$ cat src/rtl/led_chain_driver.sv
// Serializer for daisy-chained LED driver boards: fetches channel words from a
// framebuffer and shifts them out on parallel chains sharing one serial clock and latch.
module led_chain_driver #(
  parameter int unsigned c_ledboards    = 2,
  parameter int unsigned c_chains       = 1,
  parameter int unsigned c_bps          = 12,
  parameter int unsigned c_clk_div      = 2,
  parameter int unsigned c_lat_len      = 2,
  parameter int unsigned c_mode         = 0,
  parameter int unsigned c_frame_period = 16667
) (
  input  logic                                i_clk,
  input  logic                                i_rst_n,
  input  logic                                i_start,
  output logic [$clog2(c_ledboards*32)-1:0]   o_addr,
  input  logic [c_chains*c_bps-1:0]           i_data,
  output logic                                o_clk,
  output logic [c_chains-1:0]                 o_dai,
  output logic                                o_lat,
  output logic                                o_busy,
  output logic                                o_frame_done,
  output logic                                o_overrun
);

  localparam int unsigned c_channels = c_ledboards * 32;
  localparam int unsigned c_aw       = $clog2(c_channels);
  localparam int unsigned c_dw       = $clog2(c_clk_div);
  localparam int unsigned c_bw       = (c_bps > 1) ? $clog2(c_bps) : 1;
  localparam int unsigned c_lw       = (c_lat_len > 1) ? $clog2(c_lat_len) : 1;
  localparam int unsigned c_pw       = (c_frame_period > 1) ? $clog2(c_frame_period) : 1;
  localparam int unsigned c_pen      = (c_bps > 1) ? c_bps - 2 : 0;

  localparam logic [c_aw-1:0] c_addr_top = c_aw'(c_channels - 1);
  localparam logic [c_dw-1:0] c_div_half = c_dw'(c_clk_div / 2 - 1);
  localparam logic [c_dw-1:0] c_div_last = c_dw'(c_clk_div - 1);
  localparam logic [c_bw-1:0] c_bit_last = c_bw'(c_bps - 1);
  localparam logic [c_bw-1:0] c_bit_pen  = c_bw'(c_pen);
  localparam logic [c_lw-1:0] c_lat_last = c_lw'(c_lat_len - 1);
  localparam logic [c_pw-1:0] c_per_last = c_pw'(c_frame_period - 1);

  typedef enum logic [1:0] {
    s_idle,
    s_fetch,
    s_shift,
    s_latch
  } state_t;

  state_t            state;
  logic              fetch_data;
  logic              last_word;
  logic [c_dw-1:0]   div_cnt;
  logic [c_bw-1:0]   bit_cnt;
  logic [c_lw-1:0]   lat_cnt;
  logic [c_pw-1:0]   per_cnt;
  logic [c_bps-1:0]  sreg [c_chains];
  logic [c_bps-1:0]  word_c [c_chains];
  logic              tick_c;
  logic              start_req_c;

  // Per-chain view of the framebuffer read data
  for (genvar g = 0; g < int'(c_chains); g++) begin : g_word
    assign word_c[g] = i_data[g*c_bps +: c_bps];
  end

  assign tick_c      = (per_cnt == c_per_last);
  assign start_req_c = (c_mode == 0) ? tick_c : i_start;

  always_ff @(posedge i_clk) begin
    if (!i_rst_n) begin
      state        <= s_idle;
      fetch_data   <= 1'b0;
      last_word    <= 1'b0;
      div_cnt      <= '0;
      bit_cnt      <= '0;
      lat_cnt      <= '0;
      per_cnt      <= '0;
      o_addr       <= '0;
      o_clk        <= 1'b0;
      o_dai        <= '0;
      o_lat        <= 1'b0;
      o_busy       <= 1'b0;
      o_frame_done <= 1'b0;
      o_overrun    <= 1'b0;
      for (int unsigned k = 0; k < c_chains; k++) sreg[k] <= '0;
    end else begin
      o_frame_done <= 1'b0;
      o_overrun    <= 1'b0;
      if (tick_c) per_cnt <= '0;
      else        per_cnt <= per_cnt + 1'b1;

      if (start_req_c && state != s_idle) o_overrun <= 1'b1;

      case (state)
        s_idle: begin
          if (start_req_c) begin
            state      <= s_fetch;
            o_addr     <= c_addr_top;
            o_busy     <= 1'b1;
            fetch_data <= 1'b0;
            last_word  <= 1'b0;
          end
        end

        // Address cycle, then data cycle; the first word loads on the second edge
        s_fetch: begin
          fetch_data <= 1'b1;
          if (fetch_data) begin
            state   <= s_shift;
            div_cnt <= '0;
            bit_cnt <= '0;
            for (int unsigned k = 0; k < c_chains; k++) begin
              o_dai[k] <= word_c[k][c_bps-1];
              sreg[k]  <= word_c[k] << 1;
            end
            if (c_bps == 1) begin
              if (o_addr == '0) last_word <= 1'b1;
              else              o_addr    <= o_addr - 1'b1;
            end
          end
        end

        s_shift: begin
          if (div_cnt == c_div_half) o_clk <= 1'b1;
          if (div_cnt != c_div_last) begin
            div_cnt <= div_cnt + 1'b1;
          end else begin
            div_cnt <= '0;
            o_clk   <= 1'b0;
            if (bit_cnt == c_bit_last) begin
              bit_cnt <= '0;
              if (last_word) begin
                state   <= s_latch;
                o_lat   <= 1'b1;
                o_dai   <= '0;
                lat_cnt <= '0;
              end else begin
                for (int unsigned k = 0; k < c_chains; k++) begin
                  o_dai[k] <= word_c[k][c_bps-1];
                  sreg[k]  <= word_c[k] << 1;
                end
                if (c_bps == 1) begin
                  if (o_addr == '0) last_word <= 1'b1;
                  else              o_addr    <= o_addr - 1'b1;
                end
              end
            end else begin
              bit_cnt <= bit_cnt + 1'b1;
              for (int unsigned k = 0; k < c_chains; k++) begin
                o_dai[k] <= sreg[k][c_bps-1];
                sreg[k]  <= sreg[k] << 1;
              end
              // Final bit of the word starts: prefetch the next address
              if (c_bps > 1 && bit_cnt == c_bit_pen) begin
                if (o_addr == '0) last_word <= 1'b1;
                else              o_addr    <= o_addr - 1'b1;
              end
            end
          end
        end

        s_latch: begin
          if (lat_cnt == c_lat_last) begin
            state        <= s_idle;
            o_lat        <= 1'b0;
            o_busy       <= 1'b0;
            o_frame_done <= 1'b1;
            o_addr       <= '0;
          end else begin
            lat_cnt <= lat_cnt + 1'b1;
          end
        end

        default: state <= s_idle;
      endcase
    end
  end

endmodule

$ cat config.mk
export PLATFORM = sky130hd
export DESIGN_NAME = led_chain_driver
export DESIGN_NICKNAME = d
export VERILOG_FILES = /design/src/rtl/led_chain_driver.sv
export SDC_FILE = /design/constraint.sdc
export NUM_CORES = 1
export LEC_CHECK = 0
export ABC_AREA = 1
export CORE_MARGIN = 2
export CORE_UTILIZATION = 60
export DETAILED_ROUTE_END_ITERATION = 10
export HOLD_SLACK_MARGIN = 0.1
export PLACE_DENSITY = 0.91
export REMOVE_ABC_BUFFERS = 1
export SYNTH_ARGS = -nofsm -noshare
export SYNTH_HDL_FRONTEND = slang
export SYNTH_SLANG_ARGS = --single-unit
$ cat constraint.sdc
create_clock -name i_clk -period 4.55 [get_ports i_clk]
set_input_delay 0.455 -clock i_clk [delete_from_list [all_inputs] [get_ports i_clk]]
set_output_delay 0.455 -clock i_clk [all_outputs]
set_load 0.03 [all_outputs]
Yosys cells after proc, flatten, opt, wreduce, memory -nomap -nowiden
Memories as Yosys holds them, arrays and structs flattened.
Cells that the tools add are included.
{"block": "word_totals", "latchBits": 0, "mem_bits_rw": 11, "rom_bits": 0, "reg_bits": 37, "output_inout_bits": 12, "n_memories": 1, "in_bits": 15}
{"name": "sreg", "depth": 1, "word_bits": 11, "read_ports": 1, "rd_ports_with_merged_regs": 0, "wr": 1, "line_no": "55", "source": "logic [c_bps-1:0] sreg [c_chains];"}
{"block": "op_classes", "n_reduce_logical": 24, "mul": 0, "shift": 0, "muxes": 70, "eq_ne": 16, "div": 0, "n_addsub": 5, "n_bitwise": 1, "order_cmp": 0}
{"op": "2-to-1 mux 1 bit", "count": 42}
{"op": "2-to-1 mux 6 bit", "count": 6}
{"op": "2-to-1 mux 11 bit", "count": 3}
{"op": "OR reduction 11 bit", "count": 3}
{"op": "!= test 2 bit (second input constant)", "count": 10}
{"op": "one-hot mux 6 bit (3 select lines)", "count": 1}
{"op": "adder 15 x 1 -> 15 bit (second input constant)", "count": 1}
{"op": "== test 15 bit (second input constant)", "count": 1}
{"op": "one-hot mux 1 bit (2 select lines)", "count": 7}
{"op": "2-to-1 mux 2 bit", "count": 6}
{"op": "2-to-1 mux 4 bit", "count": 3}
{"op": "AND reduction 6 bit", "count": 2}
{"op": "nonzero test 2 bit", "count": 6}
{"op": "== test 4 bit (second input constant)", "count": 2}
{"op": "one-hot mux 2 bit (4 select lines)", "count": 1}
{"op": "one-hot mux 4 bit (2 select lines)", "count": 1}
{"op": "AND reduction 7 bit", "count": 1}
{"op": "zero test 6 bit", "count": 1}
{"op": "AND reduction 2 bit", "count": 3}
{"op": "AND reduction 3 bit", "count": 2}
{"op": "subtractor 6 x 1 -> 6 bit (second input constant)", "count": 1}
{"op": "AND reduction 5 bit", "count": 1}
{"op": "adder 4 x 1 -> 4 bit (second input constant)", "count": 1}
{"op": "== test 2 bit (second input constant)", "count": 2}
{"op": "other kinds (8)", "count": 9}

Logic depth before layout (Yosys ltp)
Gate-level depths: netlist (run 1).
{"block": "depth", "word_depth": 9, "mapped_depth": 13}

Worst setup path after synthesis (run 1)
No wires, ideal clock.
{"block": "synth_timing", "kind": "flip-flop to flip-flop", "start": "reg state[0]", "end": "mem sreg[0][0] in the netlist's numbering (enable)", "period_less_slack_ps": 1932, "setup_slack_ps": 2618, "stages_incl_launch_ff": 9, "path_buffers": 2, "t_arrival_ps": 1541, "cell_sequence": "dfxtp_1 -> inv_1 -> ha_1 -> buf_6 -> nand2_1 -> inv_1 -> nand2_1 -> buf_4 -> nand4_1"}
{"block": "synth_between", "elab_chain_len": 8, "elab_cells_between_ends": 17, "cone_classes": "eq/ne (2); mux (12); reduce/logical (3)"}
{"item": "from (decl)", "line_no": "48", "source": "state_t state;"}
{"item": "from (signal assigned)", "line_no": "70", "source": "state <= s_idle;"}
{"item": "from (signal assigned)", "line_no": "96", "source": "state <= s_fetch;"}
{"item": "from (signal assigned)", "line_no": "108", "source": "state <= s_shift;"}
{"item": "== test 2 x 1 -> 1 bit", "line_no": "93", "source": "case (state)"}
{"item": "2-to-1 mux 1 bit", "line_no": "93"}
{"item": "2-to-1 mux 1 bit", "line_no": "69", "source": "if (!i_rst_n) begin"}
{"item": "2-to-1 mux 1 bit (not written as such)", "line_no": "113", "source": "sreg[k] <= word_c[k] << 1;"}
{"item": "OR reduction 11 bit (no line)"}
{"item": "2-to-1 mux 1 bit (no line) (2 in a row)"}
{"item": "2-to-1 mux 1 bit (no line) (*)"}
{"item": "to (decl)", "line_no": "55"}
Mark *: on every way between the ends. The rest lies on a longest branch, timed or not.

Worst setup path after layout (run 1)
{"block": "layout_timing", "start": "reg state[0]", "end": "mem sreg[0][2] in the netlist's numbering (enable)"}
Same word-level chain as after synthesis.

==> results.sh, run 1 <==
export IMPL_htreeDepth=2
export IMPL_post_route_period_util=0.554
export IMPL_final_nets=416
export IMPL_dp_slack_ns=1.99
export IMPL_drc=0
export IMPL_ys_seq_elements=48
export IMPL_finalHoldViolations=0
export IMPL_setup_violations=0
export IMPL_critPathRequiredTime_ns=4.42
export IMPL_status="finished, final reports clean"
export IMPL_cts_num_sinks=48
export IMPL_grt_pass1_wl_um=8930
export IMPL_powerDensity_nw_per_um2=245
export IMPL_hp_class="reg2reg"
export IMPL_dieWidth_um=69.9
export IMPL_dp_hpwl_um=3730
export IMPL_drive_gt1_frac=0.0767
export IMPL_cts_tree="built"
export IMPL_routabilityCongestion=0.881
export IMPL_rows=23
export IMPL_numCtsBuffers=5
export IMPL_path_class="reg2reg"
export IMPL_seq_area_frac_synth=0.411
export IMPL_dr_pass1_iters=5
export IMPL_die_area_um2=4890
export IMPL_synth_edf_count=11
export IMPL_fmax_mhz=397
export IMPL_syn_area_um2=2610
export IMPL_gr_total_overflow=0
export IMPL_skew_ns=0.0104
export IMPL_hold_buffers=0
export IMPL_post_route_worst_setup_slack_ns=2.03
export IMPL_fin_crit_ns=2.52
export IMPL_insertion_delay_ns=0.30
export IMPL_grt_antenna_before_repair=0
export IMPL_ctsResizeCount=0
export IMPL_drt_iter0_drc=173
export IMPL_fp_dieH_um=69.9
export IMPL_ys_async_sr_fraction=0
export IMPL_portBuffers=25
export IMPL_antenna_cells=0
export IMPL_synth_avg_cell_area_um2=7.17
export IMPL_crit_path_start_kind="register"
export IMPL_antenna_left=0
export IMPL_arrival_ns=2.39
export IMPL_grt_pass1_vias=2137
export IMPL_core_area_um2=4090
export IMPL_clk_pin_slew_ns=0.09
export IMPL_yosysWarnings=0
export IMPL_rsz0062_at_grt="false"
export IMPL_peakVddDrop_mv=0.187
export IMPL_vias=2317
export IMPL_initial_core_util=0.638
export IMPL_grt_max_degree=21
export IMPL_netlist_instances=364
export IMPL_endpoint_kind="register"
export IMPL_fin_util=0.725
export IMPL_postLayoutCellArea_um2=2960
export IMPL_nFillCells=338
export IMPL_path_max_fanout=13
export IMPL_dpl_instance_area_um2=2880
export IMPL_drv_slew=0
export IMPL_synth_top_flop_cell="dfxtp_1"
export IMPL_synth_distinct_cells=36
export IMPL_tightest_slew_ns=0.608
export IMPL_top_level_ports=27
export IMPL_grt_usage=0.221
export IMPL_clock_root_buffer="clkbuf_8"
export IMPL_tns_ns=0
export IMPL_post_drt_wl_per_cell_um=11.8
export IMPL_syn_to_final_growth_pct=13.6
export IMPL_viasPerCell=5.25
export IMPL_maxCapViolCount=0
export IMPL_leakage_nw=1.18
export IMPL_post_cts_buffers=0
export IMPL_relSlewSlack=0.594
export IMPL_clock_path_buffers=2
export IMPL_hold_slack_ns=0.477
export IMPL_wl_um=5190
-- where the power goes --
part	leakage (nW)	switching, mW	internal, mW
logic	0.732	0.0148	0.0151
registers	0.410	0.00406	0.441
clock network	0.0412	0.145	0.108
-- metrics by stage --
step,power (mW),cells
2_1_floorplan,0.465,357
3_5_place_dp,0.484,433
3_3_place_gp,0.483,433
6_report,0.727,441
4_1_cts,0.730,441
5_1_grt,0.754,441
-- logic make-up after synthesis --
family / synth area share
buffers and inverters: 0.0868
adders and majority gates: 0.0528
DFF: 0.411
xor gates and xnor gates: 0.00672
AOI/OAI and AO/OA: 0.101
and+or+nand+nor: 0.342
-- final cells by class --
class / count / area (µm²) / area share
inverters: 46 / 175 / 0.0591
clock buffers: 6 / 72.6 / 0.0245
flip-flops and latches: 48 / 1070 / 0.361
multi-input cells: 263 / 1310 / 0.443
clock inverters: 2 / 12.5 / 0.00422
repair buffers: 26 / 258 / 0.0870
well taps: 50 / 62.6 / 0.0211
-- synthesized netlist by cell type (4+ instances only) --
library cell  number  area share
nand3_1           18       0.035
nand2_1           93        0.13
nor2_1            57       0.082
inv_1             40       0.058
edfxtp_1          11        0.13
o21ai_0           24       0.046
a21oi_1           18       0.035
inv_2              4      0.0058
ha_1              11       0.053
dfxtp_1           37        0.28
nor3_1             5      0.0096
nand4_1            8       0.019
nand2_2            5       0.012
-- placed cells by master, fill, tap and decap left out, drive strengths merged, types with 2 or more instances in the layout --
cell and instances:
clkbuf 6, clkinv 2, a21oi 19, edfxtp 11
nor2 61, nand2 100, nor3b 2, nor3 7
dfxtp 37, ha 11, nand4 8, nor4 2
inv 45, xor2 2, clkdlybuf4s50 25, a31oi 2
nand3 19, o21ai 26
-- worst max-delay path, stage by stage (launching register included) --
cell     delay, ns
dfxtp_1       0.40
inv_1         0.10
ha_1          0.37
nand2_1       0.17
inv_1         0.10
nand2_1       0.35
nand4_1       0.59
-- registers in the layout, indices dropped and copies added, names as in the netlist, 2 cells and up --
register / flops
per_cnt: 15
sreg: 11
o_addr: 6
bit_cnt: 4
state: 2
-- path summary, 6_finish.rpt --
check	start	endpoint	slack [ns]	cells after the start
worst min-delay path	o_clk$_SDFFE_PN0P_	o_clk$_SDFFE_PN0P_	0.48	2
worst max-delay path	state[0]$_SDFFE_PN0P_	sreg[0][2]$_DFFE_PP_	2.03	6
worst max register to register	state[0]$_SDFFE_PN0P_	sreg[0][2]$_DFFE_PP_	2.03	6
worst min register to register	o_clk$_SDFFE_PN0P_	o_clk$_SDFFE_PN0P_	0.48	2
-- layer usage --
layer  vias up  part of all wire  wire length [µm]  track usage
met2        47              0.48              2510        0.384
met4         0             0.017                90       0.0962
met1      1041              0.47              2420        0.269
li1       1219                 -                 -            -
met5         -                 0                 0            0
met3        10             0.032               168       0.0375
(Power assumes the default switching activity.)
==> inputs of run 2 (changes only) <==
--- a/config.mk
+++ b/config.mk
@@ -7,10 +7,10 @@
 export LEC_CHECK = 0
 export ABC_AREA = 1
 export CORE_MARGIN = 2
-export CORE_UTILIZATION = 60
+export CORE_UTILIZATION = 56
 export DETAILED_ROUTE_END_ITERATION = 10
 export HOLD_SLACK_MARGIN = 0.1
-export PLACE_DENSITY = 0.91
+export PLACE_DENSITY = 0.86
 export REMOVE_ABC_BUFFERS = 1
 export SYNTH_ARGS = -nofsm -noshare
 export SYNTH_HDL_FRONTEND = slang
==> constraint.sdc (replaced) <==
create_clock -name i_clk -period 2.5 [get_ports i_clk]
set_input_delay 0.25 -clock i_clk [delete_from_list [all_inputs] [get_ports i_clk]]
set_output_delay 0.25 -clock i_clk [all_outputs]
set_load 0.03 [all_outputs]
==> run 2 against run 1 <==
Net effect: setup slack worse by 1.5 ns; fmax up 27%; first-iteration DRC count fell by 16%; via count increased by 0.35%; clock power grew 81%; critical endpoint is now sreg[0][1]$_DFFE_PP_; flip-flop and latch count is the same.
==> results.sh, run 2 (same netlist as run 1, synthesis figures left out) <==
export IMPL_cpMaxStageDelayCell="nand4_1"
export IMPL_viasPerCell=5.21
export IMPL_core_area_um2=4410
export IMPL_powerDensity_nw_per_um2=442
export IMPL_syn_to_final_growth_pct=14.5
export IMPL_grt_pass1_wl_um=8760
export IMPL_fin_crit_ns=1.99
export IMPL_finalHoldViolations=0
export IMPL_vias=2325
export IMPL_critical_path_max_stage_delay_ns=0.49
export IMPL_relSlewSlack=0.582
export IMPL_nFillCells=365
export IMPL_numCtsBuffers=5
export IMPL_largest_reg_flops=15
export IMPL_postLayoutCellArea_um2=2990
export IMPL_skew_ns=0.00925
export IMPL_path_depth=6
export IMPL_antenna_left=0
export IMPL_grt_antenna_before_repair=0
export IMPL_leakage_nw=1.20
export IMPL_maxCapViolCount=0
export IMPL_critPathBufInv=1
export IMPL_crit_path_start_kind="register"
export IMPL_path_max_fanout=11
export IMPL_grt_usage=0.213
export IMPL_grt_pass1_vias=2091
export IMPL_arrival_ns=1.86
export IMPL_p_int_mw=1.03
export IMPL_final_common_cell="nand2_1"
export IMPL_power_share_clock=0.345
export IMPL_regArea_um2=1070
export IMPL_hp_class="reg2reg"
export IMPL_combPwrFrac=0.042
export IMPL_crit_chain="ha_1 > nand3_1 > nand2_1 > inv_1 > nand2_1 > nand4_1"
export IMPL_cts_num_sinks=48
export IMPL_peakVddDrop_mv=0.375
export IMPL_dpl_instance_area_um2=2900
export IMPL_fin_util=0.677
export IMPL_hold_buffers=0
export IMPL_final_nets=419
export IMPL_largest_register="per_cnt"
export IMPL_crit_top_cell="nand2_1"
export IMPL_path_class="reg2reg"
export IMPL_antenna_cells=0
export IMPL_endpoint_kind="register"
export IMPL_r2r_start="bit_cnt[1]$_SDFFE_PN0P_"
export IMPL_grt_max_degree=16
export IMPL_layout_common_cells="nand2_1 (93), nor2_1 (57), inv_1 (40), dfxtp_1 (37), clkdlybuf4s50_1 (25)"
export IMPL_p_sw_frac=0.223
export IMPL_wl_um=5140
export IMPL_drv_slew=0
export IMPL_cp_endpoint="sreg[0][1]$_DFFE_PP_"
export IMPL_clk_pin_slew_ns=0.09
export IMPL_clock_root_buffer="clkbuf_8"
export IMPL_power_frac_seq=0.613
export IMPL_worst_r2r_setup_slack_ns=0.51
export IMPL_tns_ns=0
export IMPL_fp_dieH_um=72.3
export IMPL_dieWidth_um=72.3
export IMPL_r2r_end="sreg[0][1]$_DFFE_PP_"
export IMPL_insertion_delay_ns=0.31
export IMPL_post_drt_wl_per_cell_um=11.5
export IMPL_portBuffers=25
export IMPL_top_level_ports=27
export IMPL_critPathRequiredTime_ns=2.37
export IMPL_multi_input_area_um2=1310
export IMPL_routabilityCongestion=0.845
export IMPL_hold_slack_ns=0.469
export IMPL_ctsResizeCount=0
export IMPL_post_cts_buffers=0
export IMPL_status="finished, final reports clean"
export IMPL_power_switching_mw=0.294
export IMPL_setup_violations=0
export IMPL_tightest_slew_ns=0.625
export IMPL_drive_gt1_frac=0.0838
export IMPL_dp_hpwl_um=3830
export IMPL_drt_iter0_drc=145
export IMPL_cts_tree="built"
export IMPL_rows=24
export IMPL_dr_pass1_iters=4
export IMPL_die_area_um2=5220
export IMPL_drc=0
export IMPL_worstRegToRegCells=6
export IMPL_fmax_mhz=502
export IMPL_rsz0062_at_grt="false"
export IMPL_clock_path_buffers=2
export IMPL_htreeDepth=2
export IMPL_top_regs="per_cnt: 15 flops, sreg: 11 flops, o_addr: 6 flops"
export IMPL_initial_core_util=0.591
export IMPL_gr_total_overflow=0
export IMPL_startpoint="bit_cnt[1]$_SDFFE_PN0P_"
export IMPL_post_route_period_util=0.797
export IMPL_crit_family="simple AND/OR/NAND/NOR gates"
## run 2: worst min-delay path by stage
stage | startpoint | to | slack [ns] | depth (start not counted)
after CTS | o_clk$_SDFFE_PN0P_ | o_clk$_SDFFE_PN0P_ | 0.47 | 2
final | o_clk$_SDFFE_PN0P_ | o_clk$_SDFFE_PN0P_ | 0.47 | 2
after global placement | per_cnt[13]$_SDFF_PP0_ | per_cnt[13]$_SDFF_PP0_ | 0.45 | 2
after global routing | per_cnt[13]$_SDFF_PP0_ | per_cnt[13]$_SDFF_PP0_ | 0.49 | 2
after floorplan | i_rst_n | state[1]$_SDFFE_PN0P_ | 0.37 | 2
after detailed placement | o_clk$_SDFFE_PN0P_ | o_clk$_SDFFE_PN0P_ | 0.46 | 2
## run 2: per-stage QoR
step                setup slack (ns)  total power [mW]  std cells
finish                         0.507              1.32        446
global route                   0.314              1.37        446
detailed placement             0.373             0.883        438
CTS                            0.477              1.34        446
floorplan                      0.531             0.847        357
global placement               0.447             0.881        438
## run 2: layout make-up
class / count / share of cell area
multi-input cells: 263 / 0.439
well taps: 52 / 0.0218
repair buffers: 29 / 0.0938
inverters: 46 / 0.0586
clock inverters: 2 / 0.00419
clock buffers: 6 / 0.0243
flip-flops and latches: 48 / 0.358
## run 2: power groups by stage
stage / combinational, mW / sequential, mW / clock [mW]
after floorplan: 0.0221 / 0.825 / 0
after global placement: 0.0542 / 0.826 / 0
after detailed placement: 0.0555 / 0.827 / 0
after CTS: 0.0558 / 0.809 / 0.472
after global routing: 0.0618 / 0.811 / 0.498
final: 0.0553 / 0.809 / 0.456
## run 2: tightest hold or removal path, stage by stage (launching register included)
cell and delay (ns):
dfxtp_1 0.32, nand2_1 0.06, a21oi_1 0.05
## run 2: routing by layer
layer	global-route usage	share of wire	vias to the layer above
met5	0	0	-
met4	0.113	0.022	0
met3	0.0403	0.040	8
met2	0.352	0.50	49
met1	0.262	0.44	1046
li1	-	-	1222
==> inputs of run 3 (changes only) <==
==> constraint.sdc (replaced) <==
create_clock -name i_clk -period 2 [get_ports i_clk]
set_input_delay 0.2 -clock i_clk [delete_from_list [all_inputs] [get_ports i_clk]]
set_output_delay 0.2 -clock i_clk [all_outputs]
set_load 0.03 [all_outputs]
==> run 3 against run 2 <==
Net effect: register-to-register slack got worse by 0.33 ns; cell area grew 0.54%; total power grew 24%.
==> results.sh, run 3 (same netlist as run 1, synthesis figures left out) <==
export IMPL_status="finished, final reports clean"
export IMPL_startpoint="state[0]$_SDFFE_PN0P_"
export IMPL_critical_path_max_stage_delay_ns=0.41
export IMPL_cts_num_sinks=48
export IMPL_syn_to_final_growth_pct=15.2
export IMPL_crit_path_start_kind="register"
export IMPL_wl_um=5390
export IMPL_die_area_um2=5220
export IMPL_routabilityCongestion=0.847
export IMPL_finalHoldViolations=0
export IMPL_dr_pass1_iters=5
export IMPL_insertion_delay_ns=0.30
export IMPL_fin_util=0.681
export IMPL_gr_total_overflow=0
export IMPL_post_route_period_util=0.913
export IMPL_post_drt_wl_per_cell_um=12.0
export IMPL_antenna_left=0
export IMPL_hold_slack_ns=0.472
export IMPL_grt_antenna_before_repair=0
export IMPL_tns_ns=0
export IMPL_crit_chain="inv_1 > ha_1 > inv_2 > nor2_1 > nor2_1 > nand2_2 > nor2_4 > nand2_4 > nor2_1 > nor2_1"
export IMPL_r2r_start="state[0]$_SDFFE_PN0P_"
export IMPL_grt_max_degree=20
export IMPL_grt_pass1_wl_um=8960
export IMPL_critPathRequiredTime_ns=2.20
export IMPL_viasPerCell=5.29
export IMPL_critPathBufInv=2
export IMPL_path_max_fanout=10
export IMPL_dieWidth_um=72.3
export IMPL_maxCapViolCount=0
export IMPL_final_common_cell="nand2_1"
export IMPL_leakage_nw=1.20
export IMPL_drt_iter0_drc=185
export IMPL_cpMaxStageDelayCell="dfxtp_1"
export IMPL_antenna_cells=0
export IMPL_grt_pass1_vias=2112
export IMPL_clock_path_buffers=2
export IMPL_arrival_ns=2.03
export IMPL_grt_usage=0.216
export IMPL_rows=24
export IMPL_clock_root_buffer="clkbuf_8"
export IMPL_portBuffers=25
export IMPL_top_level_ports=27
export IMPL_largest_reg_flops=15
export IMPL_numCtsBuffers=5
export IMPL_fmax_mhz=548
export IMPL_cts_tree="built"
export IMPL_top_regs="per_cnt: 15 flops, sreg: 11 flops, o_addr: 6 flops"
export IMPL_largest_register="per_cnt"
export IMPL_initial_core_util=0.591
export IMPL_peakVddDrop_mv=0.399
export IMPL_crit_top_cell="nor2_1"
export IMPL_hp_class="reg2reg"
export IMPL_post_cts_buffers=0
export IMPL_clk_pin_slew_ns=0.09
export IMPL_htreeDepth=2
export IMPL_vias=2371
export IMPL_rsz0062_at_grt="false"
export IMPL_path_class="reg2reg"
export IMPL_setup_violations=0
export IMPL_drc=0
export IMPL_endpoint_kind="register"
export IMPL_nFillCells=401
export IMPL_fp_dieH_um=72.3
export IMPL_drive_gt1_frac=0.0884
export IMPL_dp_hpwl_um=3870
export IMPL_relSlewSlack=0.718
export IMPL_tightest_slew_ns=0.420
export IMPL_powerDensity_nw_per_um2=547
export IMPL_crit_family="simple AND/OR/NAND/NOR gates"
export IMPL_core_area_um2=4410
export IMPL_skew_ns=0.00751
export IMPL_layout_common_cells="nand2_1 (92), nor2_1 (57), inv_1 (40), dfxtp_1 (37), clkdlybuf4s50_1 (25)"
export IMPL_min_from="per_cnt[13]$_SDFF_PP0_"
export IMPL_final_nets=421
export IMPL_drv_slew=0
export IMPL_fin_crit_ns=1.83
run 3: cell types whose count changed in the layout (fill, tap and decap cells not counted):
cell,delta
clkinv_1,+1
clkinvlp_4,+1
clkinv_2,-1
nand2_1,-1
buf_4,+1
nand2_2,+1
run 3: timing repair:
| item | CTS | global route |
|---|---|---|
| resized for setup | 0 | 3 |
| setup endpoints to repair | 0 | 8 |
| hold buffers | 0 | 0 |
run 3: report_power, final:
group          switching (mW)  internal [mW]
clock                   0.324          0.239
sequential            0.00897           1.00
combinational          0.0336         0.0355
total                   0.366           1.28
run 3: cell type report:
class,instances,area [µm²],share of cell area
inverter,46,179,0.0596
clock buffer,6,72.6,0.0242
sequential,48,1070,0.357
clock inverter,2,7.51,0.00250
multi-input combinational,263,1310,0.437
timing repair buffer,30,288,0.0958
tap,52,65.1,0.0217
timing repair inverter,1,7.51,0.00250
run 3: worst register-to-register path: cells and delay by family, from the launching register on:
family                   cells  cell delay [ns]
adder cells (fa/ha/maj)      1             0.29
buffers and inverters        2             0.28
flip-flops                   1             0.41
AND/OR/NAND/NOR              7             0.76
run 3: through the flow:
stage / std cells / power, mW / setup slack [ns] / cell area [µm²]
5_1_grt: 448 / 1.69 / 0.00340 / 3000
2_1_floorplan: 357 / 1.06 / 0.0311 / 2560
6_report: 448 / 1.64 / 0.175 / 3000
3_5_place_dp: 439 / 1.10 / 0.153 / 2910
3_3_place_gp: 439 / 1.10 / 0.239 / 2910
4_1_cts: 447 / 1.65 / 0.139 / 2990
run 3: per-layer routing:
layer,vias up,part of all wire,track usage
met2,50,0.51,0.367
met5,-,0,0
met1,1089,0.44,0.268
li1,1228,-,-
met4,0,0.0089,0.0901
met3,4,0.039,0.0417
run 3: worst paths after layout:
path	to	slack [ns]	cells after the start
max	o_addr[3]$_SDFFE_PN0P_	0.17	10
min	per_cnt[13]$_SDFF_PP0_	0.47	2
max reg2reg	o_addr[3]$_SDFFE_PN0P_	0.17	10
min reg2reg	per_cnt[13]$_SDFF_PP0_	0.47	2
